[config.mk]
export PLATFORM = sky130hd
export DESIGN_NAME = sum_bcd_display
export DESIGN_NICKNAME = d
export VERILOG_FILES = /design/src/rtl/sum_bcd_display.sv
export SDC_FILE = /design/constraint.sdc
export NUM_CORES = 1
export LEC_CHECK = 0
export CAP_MARGIN = 20
export CORE_MARGIN = 5
export CORE_UTILIZATION = 50
export DETAILED_ROUTE_END_ITERATION = 10
export HOLD_SLACK_MARGIN = 0.05
export PLACE_DENSITY = 0.69
export SYNTH_ARGS = -nofsm -noshare
export SYNTH_HDL_FRONTEND = slang
export SYNTH_SLANG_ARGS = --single-unit
[constraint.sdc]
create_clock -name clk -period 3.2 [get_ports clk]
set_input_delay 0.64 -clock clk [delete_from_list [all_inputs] [get_ports clk]]
set_output_delay 0.64 -clock clk [all_outputs]
set_load 0.1 [all_outputs]
[src/rtl/sum_bcd_display.sv]
// rtl/sum_bcd_display.sv - buffers 5-bit sums in a FIFO and shows each one as two BCD digits
// on a time-multiplexed 7-segment display, holding each value for HOLD_CYCLES cycles.
module sum_bcd_display #(
  parameter int FIFO_DEPTH  = 4,
  parameter int HOLD_CYCLES = 1024,
  parameter int SCAN_DIV    = 64
) (
  input  logic       clk,
  input  logic       reset,
  input  logic       i_in_valid,
  input  logic [4:0] i_in_sum,
  output logic       o_in_ready,
  output logic [6:0] o_seg,
  output logic [1:0] o_dig_sel,
  output logic       o_busy
);

  localparam int PW = $clog2(FIFO_DEPTH);
  localparam int CW = PW + 1;
  localparam int HW = $clog2(HOLD_CYCLES);
  localparam int SW = $clog2(SCAN_DIV);
  localparam logic [CW-1:0] DEPTH_C  = CW'(FIFO_DEPTH);
  localparam logic [HW-1:0] HOLD_MAX = HW'(HOLD_CYCLES - 1);
  localparam logic [SW-1:0] SCAN_MAX = SW'(SCAN_DIV - 1);

  typedef enum logic [1:0] {ST_BLANK, ST_LOAD, ST_SHOW} state_t;

  logic [4:0]    r_mem [FIFO_DEPTH];
  logic [PW-1:0] r_wr_ptr;
  logic [PW-1:0] r_rd_ptr;
  logic [CW-1:0] r_count;
  state_t        r_state;
  logic [HW-1:0] r_hold_cnt;
  logic [SW-1:0] r_scan_cnt;
  logic          r_digit;
  logic [1:0]    r_tens;
  logic [3:0]    r_ones;
  logic [6:0]    r_seg;
  logic [1:0]    r_dig_sel;
  logic          r_busy;

  logic          w_push;
  logic          w_pop;
  logic          w_go_load;
  logic [CW-1:0] w_count_nxt;
  logic [4:0]    w_head;
  logic [1:0]    w_tens;
  logic [3:0]    w_ones;

  function automatic logic [6:0] seg7(input logic [3:0] d);
    case (d)
      4'd0:    seg7 = 7'h3F;
      4'd1:    seg7 = 7'h06;
      4'd2:    seg7 = 7'h5B;
      4'd3:    seg7 = 7'h4F;
      4'd4:    seg7 = 7'h66;
      4'd5:    seg7 = 7'h6D;
      4'd6:    seg7 = 7'h7D;
      4'd7:    seg7 = 7'h07;
      4'd8:    seg7 = 7'h7F;
      4'd9:    seg7 = 7'h6F;
      default: seg7 = 7'h00;
    endcase
  endfunction

  // Ready is taken from the registered count only, so a full FIFO stays closed during its pop cycle.
  assign o_in_ready  = (r_count != DEPTH_C);
  assign w_push      = i_in_valid && o_in_ready;
  assign w_pop       = (r_state == ST_LOAD);
  assign w_count_nxt = r_count + CW'(w_push) - CW'(w_pop);
  assign w_head      = r_mem[r_rd_ptr];
  assign w_go_load   = (r_count != '0) &&
                       ((r_state == ST_BLANK) || ((r_state == ST_SHOW) && (r_hold_cnt == HOLD_MAX)));

  always_comb begin
    w_tens = 2'd0;
    w_ones = w_head[3:0];
    if (w_head >= 5'd30) begin
      w_tens = 2'd3;
      w_ones = 4'(w_head - 5'd30);
    end else if (w_head >= 5'd20) begin
      w_tens = 2'd2;
      w_ones = 4'(w_head - 5'd20);
    end else if (w_head >= 5'd10) begin
      w_tens = 2'd1;
      w_ones = 4'(w_head - 5'd10);
    end
  end

  always_ff @(posedge clk or posedge reset) begin
    if (reset) begin
      r_wr_ptr <= '0;
      r_rd_ptr <= '0;
      r_count  <= '0;
      for (int i = 0; i < FIFO_DEPTH; i++) r_mem[i] <= '0;
    end else begin
      if (w_push) begin
        r_mem[r_wr_ptr] <= i_in_sum;
        r_wr_ptr        <= r_wr_ptr + PW'(1);
      end
      if (w_pop) r_rd_ptr <= r_rd_ptr + PW'(1);
      r_count <= w_count_nxt;
    end
  end

  always_ff @(posedge clk or posedge reset) begin
    if (reset) begin
      r_state    <= ST_BLANK;
      r_hold_cnt <= '0;
      r_tens     <= '0;
      r_ones     <= '0;
      r_busy     <= 1'b0;
    end else begin
      r_busy <= (w_count_nxt != '0) || w_go_load;
      case (r_state)
        ST_BLANK: if (w_go_load) r_state <= ST_LOAD;
        ST_LOAD: begin
          r_tens     <= w_tens;
          r_ones     <= w_ones;
          r_hold_cnt <= '0;
          r_state    <= ST_SHOW;
        end
        ST_SHOW: begin
          if (w_go_load) r_state <= ST_LOAD;
          else if (r_hold_cnt != HOLD_MAX) r_hold_cnt <= r_hold_cnt + HW'(1);
        end
        default: r_state <= ST_BLANK;
      endcase
    end
  end

  // Scan keeps running in BLANK so digit phase depends only on time since reset.
  always_ff @(posedge clk or posedge reset) begin
    if (reset) begin
      r_scan_cnt <= '0;
      r_digit    <= 1'b0;
      r_seg      <= '0;
      r_dig_sel  <= '0;
    end else begin
      if (r_scan_cnt == SCAN_MAX) begin
        r_scan_cnt <= '0;
        r_digit    <= ~r_digit;
      end else begin
        r_scan_cnt <= r_scan_cnt + SW'(1);
      end
      if (r_state == ST_BLANK) begin
        r_seg     <= '0;
        r_dig_sel <= 2'b00;
      end else if (!r_digit) begin
        r_seg     <= seg7(r_ones);
        r_dig_sel <= 2'b01;
      end else begin
        r_seg     <= (r_tens == 2'd0) ? 7'h00 : seg7({2'b00, r_tens});
        r_dig_sel <= 2'b10;
      end
    end
  end

  assign o_seg     = r_seg;
  assign o_dig_sel = r_dig_sel;
  assign o_busy    = r_busy;

endmodule

==> impl_metrics.csv <==
group,metric,value,unit
clock_network,path_clk_slew,70,ps
final_layout,final_area,0.00375,mm^2
final_layout,syn_to_final_growth,14.3,%
sta,fin_tns_setup,0,ps
drt,route.antenna.remaining_nets,0,
sta,finalHoldWorstSlack,478,ps
critical_path,cp_cell_sequence,"mux4_2 > ha_1 > and2_1 > a22o_1 > a22o_1 > or4b_1 > o311ai_1",
sta,worst-slew-pin-transition,482,ps
critical_path,critical_path.startpoint_type,"flop",
sta,slew_violations,0,
clock_network,clock_sinks,62,
critical_path,cpLargestDelayFamily,"simple AND/OR/NAND/NOR gates",
drt,routedWlPerCell,14.3,um
floorplan,initial_core_utilization,51.6,%
drt,detail_route.iter0.violations,117,
drt,via_per_inst,5.54,
clock_network,clock_tree.root_cell,"sky130_fd_sc_hd__clkbuf_8",
clock_network,cts.htree.levels,3,
sta,timing.final.ws_setup,309,ps
run,count_of_max_cap_constraint_violations,0,
clock_network,cts_tree,"built",
clock_network,cts.repair_timing.setup_buffer_count,0,
logic_synthesis,post_synth_main_area_contributors,"sky130_fd_sc_hd__dfrtp_1, sky130_fd_sc_hd__ha_1, sky130_fd_sc_hd__mux2_2, sky130_fd_sc_hd__nand2_1, sky130_fd_sc_hd__o21ai_0",
critical_path,delay_of_the_slowest_critical_path_stage,650,ps
power,sw_frac_of_total,31.3,%
logic_synthesis,yosys_warnings,0,
place,finalWeightedCongestion,0.872,
drt,drcViolationCount,0,
sta,slew_headroom,67.9,%
grt,first_global_vias,2352,
power,power.combinational.fraction,30.7,%
critical_path,cp_data_required_time,3430,ps
sta,fraction_of_the_cycle_the_final_worst_path_needs,90.3,%
grt,first_pass_grt_wire_length,10.5,mm
grt,grt_max_degree,24,
clock_network,cts-buffers-inserted,9,
sta,final-setup-viol-count,0,
critical_path,worst-path-stages,7,
sta,finalHoldViolCount,0,
grt,gr-usage-all-layers,15.2,%
power,switching_power,0.000821,W
power,clock_power_share,29.2,%
final_layout,finish.net_count,360,
drt,detail_route.first_pass.iterations,5,
clock_network,cts_hold_buf,0,
sta,rsz0062_at_grt,"no",
place,placed_cell_area,0.00352,mm^2
logic_synthesis,netlist_area,0.00328,mm^2
logic_synthesis,syn_area_per_cell,10.8,um^2
logic_synthesis,gate_count_of_the_mapped_netlist,303,
logic_synthesis,edff_count_synth,0,
logic_synthesis,synth-seq-area-share,47.3,%
sta,timing.clock.skew,12.2,ps
logic_synthesis,synth_cell_type_count,51,
final_layout,diodes,0,
final_layout,final_layout_size_suffix_gt1_share,18.7,%
logic_synthesis,synth_most_common_cell,"sky130_fd_sc_hd__dfrtp_1",
floorplan,fp.dieArea,0.00828,mm^2
critical_path,ff2ff_path_depth,7,
critical_path,reg2reg_to,"r_ones[1]",
grt,initial_antenna_violation_count,0,
place,placement.setup.worst_slack,307,ps
floorplan,core,0.00635,mm^2
drt,detail_route.wirelength,5.87,mm
floorplan,fp.dieW,91.0,um
critical_path,cpMaxStageDelayCell,"sky130_fd_sc_hd__mux4_2",
logic_synthesis,mappedNetlistNets,335,
critical_path,cpMostUsedCell,"sky130_fd_sc_hd__a22o_1",
critical_path,cp_num_buf_inv,0,
run_status,status,"finished clean",
power,internal_power,0.00180,W
critical_path,cp_data_arrival_time,3120,ps
power,seq_power_share,40.1,%
critical_path,worst_setup_path_endpoint,"r_ones[1]",
logic_synthesis,postSynth.topFlopCell,"sky130_fd_sc_hd__dfrtp_1",
critical_path,path_max_fanout,8,
critical_path,timing.critical_path.from,"r_rd_ptr[0]",
logic_synthesis,synthDominantCellAreaShare,47.3,%
power,power_per_cell_area,701,mW/mm^2
clock_network,ctsLongestPathBuffers,2,
place,detailed_place_hpwl,4.33,mm
logic_synthesis,post-synth-top-area-cell,"sky130_fd_sc_hd__dfrtp_1",
sta,final.min_clock_period,2890,ps
floorplan,core.rowCount,29,
critical_path,crit-reg2reg-launch,"r_rd_ptr[0]",
drt,route.vias.total,2264,
critical_path,critPathCaptureType,"flop",
place,port-buffer-count,18,
power,p_leak,1.63,nW
hold_path,hp-start,"r_scan_cnt[4]",
logic_synthesis,synth_commonest_cells,"sky130_fd_sc_hd__dfrtp_1, sky130_fd_sc_hd__nand2_1, sky130_fd_sc_hd__ha_1",
logic_synthesis,synth_async_sr_flop_share,100,%
clock_network,resized_cells_post_cts,0,
grt,global_route.overflow_total,0,
clock_network,clkLatencyLatePin,340,ps
floorplan,die_h,91.0,um
power,vdd_drop_max,0.505,mV
floorplan,num_io_pins,19,
critical_path,setup.worst_path.class,"flop to flop",
critical_path,reg2reg_slack,310,ps
hold_path,hold_path.class,"flop to flop",
sta,achievable-frequency,346,MHz
logic_synthesis,number_of_synthesized_register_bits,62,
power,total_chip_power,0.00263,W
## worst min-delay path by stage
stage / cells after the start / to / slack, ps
4_1_cts: 1 / r_scan_cnt[4] / 480
6_report: 1 / r_scan_cnt[4] / 480
3_5_place_dp: 1 / r_scan_cnt[5] / 470
5_1_grt: 1 / r_scan_cnt[4] / 490
2_1_floorplan: 1 / r_scan_cnt[5] / 440
3_3_place_gp: 1 / r_scan_cnt[5] / 470
## cells by family after synthesis
family	count (synthesis)	share of synthesized area, %
simple gates	86	13.1
flops	62	47.3
mux	29	11.2
fa+ha+maj	24	9.39
xor+xnor	11	2.94
compound gates	59	12.1
buf+inv	32	3.93
## power by group through the flow
stage          Clock, W  Combinational, W  Sequential (W)
6_report       0.000768          0.000806         0.00105
5_1_grt        0.000821          0.000897         0.00107
4_1_cts        0.000788          0.000811         0.00105
3_5_place_dp          0          0.000808         0.00107
3_3_place_gp          0          0.000775         0.00106
2_1_floorplan         0          0.000635         0.00105
## metrics by stage
step / std cells / utilization [%]
floorplan: 303 / -
global placement: 393 / 55.4
detailed placement: 393 / 55.4
CTS: 408 / 58.9
global route: 409 / 59.0
finish: 409 / 59.0
## sequential cells by signal, summed over array words and instances, names as in the netlist, 2 cells and up
register	cells
r_hold_cnt	10
r_scan_cnt	6
r_count	3
r_rd_ptr	2
r_state	2
r_ones	4
o_dig_sel	2
r_mem	20
r_wr_ptr	2
r_tens	2
o_seg	7
## final cells by class
type | count | area (um^2)
sequential | 62 | 1550
multi-input combinational | 209 | 1600
timing repair buffer | 24 | 195
tap | 77 | 96.3
inverter | 22 | 82.6
clock buffer | 12 | 155
fill | 535 | 2600
clock inverter | 3 | 67.6
## worst register-to-register path: stages (launching register included)
cell and delay, ps:
sky130_fd_sc_hd__dfrtp_1 580, sky130_fd_sc_hd__mux4_2 650, sky130_fd_sc_hd__ha_1 240, sky130_fd_sc_hd__and2_1 160, sky130_fd_sc_hd__a22o_1 240, sky130_fd_sc_hd__a22o_1 320, sky130_fd_sc_hd__or4b_1 520, sky130_fd_sc_hd__o311ai_1 90
## cell usage in the layout, fill, tap and decap left out, types with 10 or more instances in the layout
cell | netlist | routed
sky130_fd_sc_hd__mux2_2 | 21 | 21
sky130_fd_sc_hd__nand3_1 | 11 | 11
sky130_fd_sc_hd__dfrtp_1 | 62 | 62
sky130_fd_sc_hd__buf_4 | 0 | 16
sky130_fd_sc_hd__ha_1 | 23 | 23
sky130_fd_sc_hd__a21oi_1 | 10 | 10
sky130_fd_sc_hd__nand2_1 | 26 | 26
sky130_fd_sc_hd__nor2_1 | 19 | 19
sky130_fd_sc_hd__inv_1 | 22 | 21
sky130_fd_sc_hd__o21ai_0 | 18 | 18
sky130_fd_sc_hd__clkbuf_8 | 0 | 11
## routing by layer
metal / vias to the layer above / track usage [%] / wire length (um)
li1: 1111 / - / -
met1: 1116 / 19.3 / 2740
met2: 30 / 24.8 / 2870
met3: 7 / 4.71 / 200
met4: 0 / 5.13 / 62
met5: - / 0 / 0
(Power assumes the default switching activity.)
==> variant 1: new RTL, config.mk and constraints unchanged <==
Set the parameter `FIFO_DEPTH` to 2 (it was 4).
--- a/src/rtl/sum_bcd_display.sv
+++ b/src/rtl/sum_bcd_display.sv
@@ -1,7 +1,7 @@
 // rtl/sum_bcd_display.sv - buffers 5-bit sums in a FIFO and shows each one as two BCD digits
 // on a time-multiplexed 7-segment display, holding each value for HOLD_CYCLES cycles.
 module sum_bcd_display #(
-  parameter int FIFO_DEPTH  = 4,
+  parameter int FIFO_DEPTH  = 2,
   parameter int HOLD_CYCLES = 1024,
   parameter int SCAN_DIV    = 64
 ) (
Function: changed (Yosys sat finds a counterexample within 4 cycles, from zero or initial values and one cycle with reset high).
==> variant 1 against the unedited design <==
- non-clock buffer count shrank 3
- count of clock-buffer cells in the layout shrank 7
- worst setup slack gained 0.30 ns
- final area shrank 20%
- sequential cell count shrank 13
- synthesized area shrank 19%
- wire length shrank 23%
- critical path depth is the same
- highest routed layer unchanged
Power is not compared: it rests on default switching activity, and its combinational part moved more than twofold at a synthesized area within 25%.
==> variant 1: results (changes against the unedited design) <==
| Metric | Value |
|---|---|
| Xor-xnor portion of the synthesized cell area | `0.0230 (was 0.0294)` |
| GRT Util Overall | `0.142 (was 0.152)` |
| Register area | `1230 um2 (was 1550 um2)` |
| WL/cell | `13.1 um (was 14.3 um)` |
| Final clock-cell share | `0.0383 (was 0.0594)` |
| WL met3 | `223 um (was 200 um)` |
| Initial DRC Count | `74 (was 117)` |
| Status | `complete, no violations (unchanged)` |
| First-pass DRT Iterations | `4 (was 5)` |
| Adder-Cell Fraction of Synth Area | `0.0892 (was 0.0939)` |
| Worst slew pin tran | `0.544 ns (was 0.482 ns)` |
| Yosys reg bits | `49 (was 62)` |
| Syn_nets | `283 (was 335)` |
| Fin nets | `302 (was 360)` |
| Cell family with most CP delay | `multiplexers (was simple AND/OR/NAND/NOR gates)` |
| Fill count | `448 (was 535)` |
| Largest stage delay on the critical path | `0.69 ns (was 0.65 ns)` |
| WL met1 | `2210 um (was 2740 um)` |
| Netlist cell types | `50 (was 51)` |
| Compound-gate portion of the synthesized area | `0.171 (was 0.121)` |
| Synth top cells by count | `dfrtp_1 (49), nand2_1 (20), nor2_1 (20), ha_1 (19), o21ai_0 (17) (was dfrtp_1 (62), nand2_1 (26), ha_1 (23), inv_1 (22), mux2_2 (21))` |
| Worst r2r src | `r_rd_ptr$_DFFE_PP0N_ (was r_rd_ptr[0]$_DFFE_PP0N_)` |
| CP Max Fanout | `11 (was 8)` |
| Worst clock skew | `0.00599 ns (was 0.0122 ns)` |
| Detail-routed via count per cell | `5.55 (was 5.54)` |
| Main combinational cell family by area after synthesis | `compound AO/OA/AOI/OAI gates (was simple AND/OR/NAND/NOR gates)` |
| Met1 Usage GRT | `0.187 (was 0.193)` |
| Clkbuf count | `5 (was 12)` |
| M3 GR Usage | `0.0386 (was 0.0471)` |
| Ranking of synthesized cells by area | `dfrtp_1 (46%), ha_1 (8.9%), mux2_2 (5.1%) (was dfrtp_1 (47%), ha_1 (8.8%), mux2_2 (7.2%))` |
| First-pass GRT wire length | `8300 um (was 10500 um)` |
| H-tree depth | `2 (was 3)` |
| Seq/Total Area, Yosys | `0.460 (was 0.473)` |
| Footprint of the multi-input gates | `1340 um2 (was 1600 um2)` |
| Placer Congestion | `0.844 (was 0.872)` |
| Syn_area_per_cell | `10.4 um2 (was 10.8 um2)` |
| Logic inverters | `13 (was 22)` |
| Non-Clock Buffer Count | `21 (was 24)` |
| Largest net degree at the start of global routing | `50 (was 24)` |
| Critical R2R Capture | `r_ones[3]$_DFFE_PP0N_ (was r_ones[1]$_DFFE_PP0N_)` |
## variant 1: cells by family after synthesis
group / after synthesis
and+or+nand+nor: 74
buffers and inverters: 22
xor gates and xnor gates: 7
AOI/OAI and AO/OA: 66
DFF: 49
adders and majority gates: 19
muxes: 19
## variant 1: how the worst max path moves through the flow
stage	endpoint	slack, ns	depth (start not counted)
after floorplan	o_busy$_DFF_PP0_	0.64	8
after global placement	r_ones[3]$_DFFE_PP0N_	0.74	7
after detailed placement	r_ones[3]$_DFFE_PP0N_	0.62	7
after CTS	r_ones[3]$_DFFE_PP0N_	0.62	7
after global routing	r_ones[3]$_DFFE_PP0N_	0.44	7
final	r_ones[3]$_DFFE_PP0N_	0.61	7
## variant 1: stage by stage
stage	total power [mW]	instances	hold WS, ns	setup slack (ns)
6_report	3.21	346	0.480	0.610
5_1_grt	3.46	346	0.511	0.435
4_1_cts	3.23	346	0.484	0.619
3_5_place_dp	2.78	338	0.471	0.620
3_3_place_gp	2.76	338	0.462	0.742
2_1_floorplan	2.43	256	0.444	0.638
==> variant 2: new RTL, config.mk and constraints unchanged <==
Made on the original files. Encoding of `state_t`: now one-hot (3 bits for 3 states).
--- a/src/rtl/sum_bcd_display.sv
+++ b/src/rtl/sum_bcd_display.sv
@@ -23,7 +23,7 @@
   localparam logic [HW-1:0] HOLD_MAX = HW'(HOLD_CYCLES - 1);
   localparam logic [SW-1:0] SCAN_MAX = SW'(SCAN_DIV - 1);
 
-  typedef enum logic [1:0] {ST_BLANK, ST_LOAD, ST_SHOW} state_t;
+  typedef enum logic [2:0] {ST_BLANK = 3'b001, ST_LOAD = 3'b010, ST_SHOW = 3'b100} state_t;
 
   logic [4:0]    r_mem [FIFO_DEPTH];
   logic [PW-1:0] r_wr_ptr;
Function: same outputs for any inputs over 10 cycles, from zero or initial values and one cycle with reset high; not proved beyond that.
==> variant 2 against the unedited design <==
- synthesized area is 3.1% lower
- final area is 4.5% lower
- worst setup slack better by 0.19 ns
- sequential cell count is 1 higher
- wire length is 12% lower
- first-iteration DRC count is 66% lower
- die area is 2.8% lower
- critical path depth is 1 higher
- sequential share of layout area is 2.7 points higher
- total power is 2.9% lower
- core utilization is 2.0 points lower
- maximum frequency is 6.9% higher
==> variant 2: results (changes against the unedited design) <==
| Metric | Value |
|---|---|
| First-pass DRT Iterations | `4 (was 5)` |
| Root Driver | `clkbuf_8 (unchanged)` |
| Detail-routed via count per cell | `5.32 (was 5.54)` |
| Clk_lat worst skew | `0.34 ns (about the same)` |
| Tightest Hold Check Type | `flip-flop to flip-flop (unchanged)` |
| Largest register FFs | `20 (unchanged)` |
| Reg2Reg Depth | `8 (was 7)` |
| Worst-path clk slew | `0.06 ns` |
| Max_slew headroom | `0.569 (was 0.679)` |
| Met2 routed WL | `2360 um (was 2870 um)` |
| DP Worst Slack | `0.343 ns (was 0.307 ns)` |
| Syn. warnings | `0 (unchanged)` |
| Pleak | `1.60 nW (was 1.63 nW)` |
| Status | `complete, no violations (unchanged)` |
| Fin nets | `339 (was 360)` |
| Num CTS Buffers | `9 (unchanged)` |
| Ratio of cells with drive above 1 in the final layout | `0.172 (was 0.187)` |
| Psw | `0.840 mW (was 0.821 mW)` |
| CTS resizes | `0 (unchanged)` |
| Vias in the first global route | `2035 (was 2352)` |
| Placer Congestion | `0.799 (was 0.872)` |
| DR top layer | `met4 (unchanged)` |
| WL/cell | `13.3 um (was 14.3 um)` |
| Initial antenna violation count | `0 (unchanged)` |
| Largest Register | `r_mem (unchanged)` |
| CTS Hold Bufs | `0 (unchanged)` |
| H-tree depth | `3 (unchanged)` |
| Synth top cells by count | `dfrtp_1 (62), nor2_1 (29), nand2_1 (26), mux2_2 (20), ha_1 (18) (was dfrtp_1 (62), nand2_1 (26), ha_1 (23), inv_1 (22), mux2_2 (21))` |
| Peak supply drop | `0.442 mV (was 0.505 mV)` |
| Placed wire-length estimate | `3800 um (was 4330 um)` |
| Largest net degree at the start of global routing | `24 (unchanged)` |
| Seq/Total Area, Yosys | `0.497 (was 0.473)` |
| Ys async rst share | `1.00 (unchanged)` |
| Port Buffers | `18 (unchanged)` |
| Crit path arrival time | `2.94 ns (was 3.12 ns)` |
| Worst clock skew | `0.00570 ns (was 0.0122 ns)` |
| WL met3 | `205 um (was 200 um)` |
| Syn_nets | `316 (was 335)` |
| Hold Path Cell Cnt | `1 (unchanged)` |
| Cell Area, Placed | `3410 um2 (was 3520 um2)` |
| Netlist cell types | `42 (was 51)` |
| WL met1 | `2480 um (was 2740 um)` |
| CP Max Fanout | `7 (was 8)` |
| GRT Util Overall | `0.142 (was 0.152)` |
| First-pass GRT wire length | `9380 um (was 10500 um)` |
| Ranking of synthesized cells by area | `dfrtp_1 (49%), ha_1 (7.1%), mux2_2 (7.1%) (was dfrtp_1 (47%), ha_1 (8.8%), mux2_2 (7.2%))` |
| Ant diodes | `0 (unchanged)` |
| Initial DRC Count | `40 (was 117)` |
| Clk buf depth | `2 (unchanged)` |
| Post-CTS Setup Bufs | `0 (unchanged)` |
| Predominant post-synthesis flop cell | `dfrtp_1 (unchanged)` |
## variant 2: cell types whose count changed in the layout (fill, tap and decap cells not counted), sizes merged, moves of 3 or more
cell,delta
o31ai,-6
inv,-5
o21ai,-4
ha,-5
a211oi,+4
nand3,-3
and2,-4
xnor2,+6
xor2,+3
nor2,+10
## variant 2: path summary, 6_finish.rpt
kind,start,endpoint,slack (ns)
min in group asynchronous,reset,r_state[1]$_DFFE_PP0P_,0.61
max reg2reg,r_rd_ptr[0]$_DFFE_PP0P_,r_ones[2]$_DFFE_PP0P_,0.49
min reg2reg,r_scan_cnt[4]$_DFF_PP0_,r_scan_cnt[4]$_DFF_PP0_,0.48
min,r_scan_cnt[4]$_DFF_PP0_,r_scan_cnt[4]$_DFF_PP0_,0.48
max in group asynchronous,reset,r_tens[1]$_DFFE_PP0P_,1.96
max,r_rd_ptr[0]$_DFFE_PP0P_,r_ones[2]$_DFFE_PP0P_,0.49
## variant 2: logic make-up after synthesis
logic type / Yosys count / share of synthesized area
mux: 27 / 0.118
flops: 63 / 0.497
xor+xnor: 20 / 0.0551
fa+ha+maj: 19 / 0.0772
compound gates: 40 / 0.0784
simple gates: 92 / 0.137
buf+inv: 28 / 0.0378
## variant 2: metal layers
layer	vias to the layer above	global-route usage
met5	-	0
met4	0	0.0831
met3	12	0.0334
met2	31	0.217
met1	1000	0.183
li1	1039	-
## variant 2: power groups by stage
stage / Sequential [mW] / Clock [mW] / Combinational [mW]
2_1_floorplan: 1.13 / 0 / 0.662
3_3_place_gp: 1.08 / 0 / 0.851
3_5_place_dp: 1.09 / 0 / 0.873
4_1_cts: 1.07 / 0.628 / 0.876
5_1_grt: 1.09 / 0.661 / 0.974
6_report: 1.07 / 0.615 / 0.865
## variant 2: stage by stage
stage / hold WS [ns] / power (mW) / instances
2_1_floorplan: 0.445 / 1.79 / 289
3_3_place_gp: 0.463 / 1.93 / 378
3_5_place_dp: 0.464 / 1.96 / 378
4_1_cts: 0.480 / 2.58 / 391
5_1_grt: 0.517 / 2.73 / 391
6_report: 0.476 / 2.55 / 391
## variant 2: critical path, cell delays in order (launching register included)
cell and delay, ns:
dfrtp_1 0.56, mux4_1 0.75, inv_1 0.15, ha_1 0.15, nand2b_1 0.09, a21boi_4 0.17, mux2_1 0.32, or3_1 0.32
o311ai_1 0.09
## variant 2: layout make-up
type	count	area, um2
clock buffer	12	165
sequential	63	1580
clock inverter	1	5.00
multi-input combinational	198	1480
tap	77	96.3
timing repair buffer	23	190
inverter	17	63.8
fill	533	2700
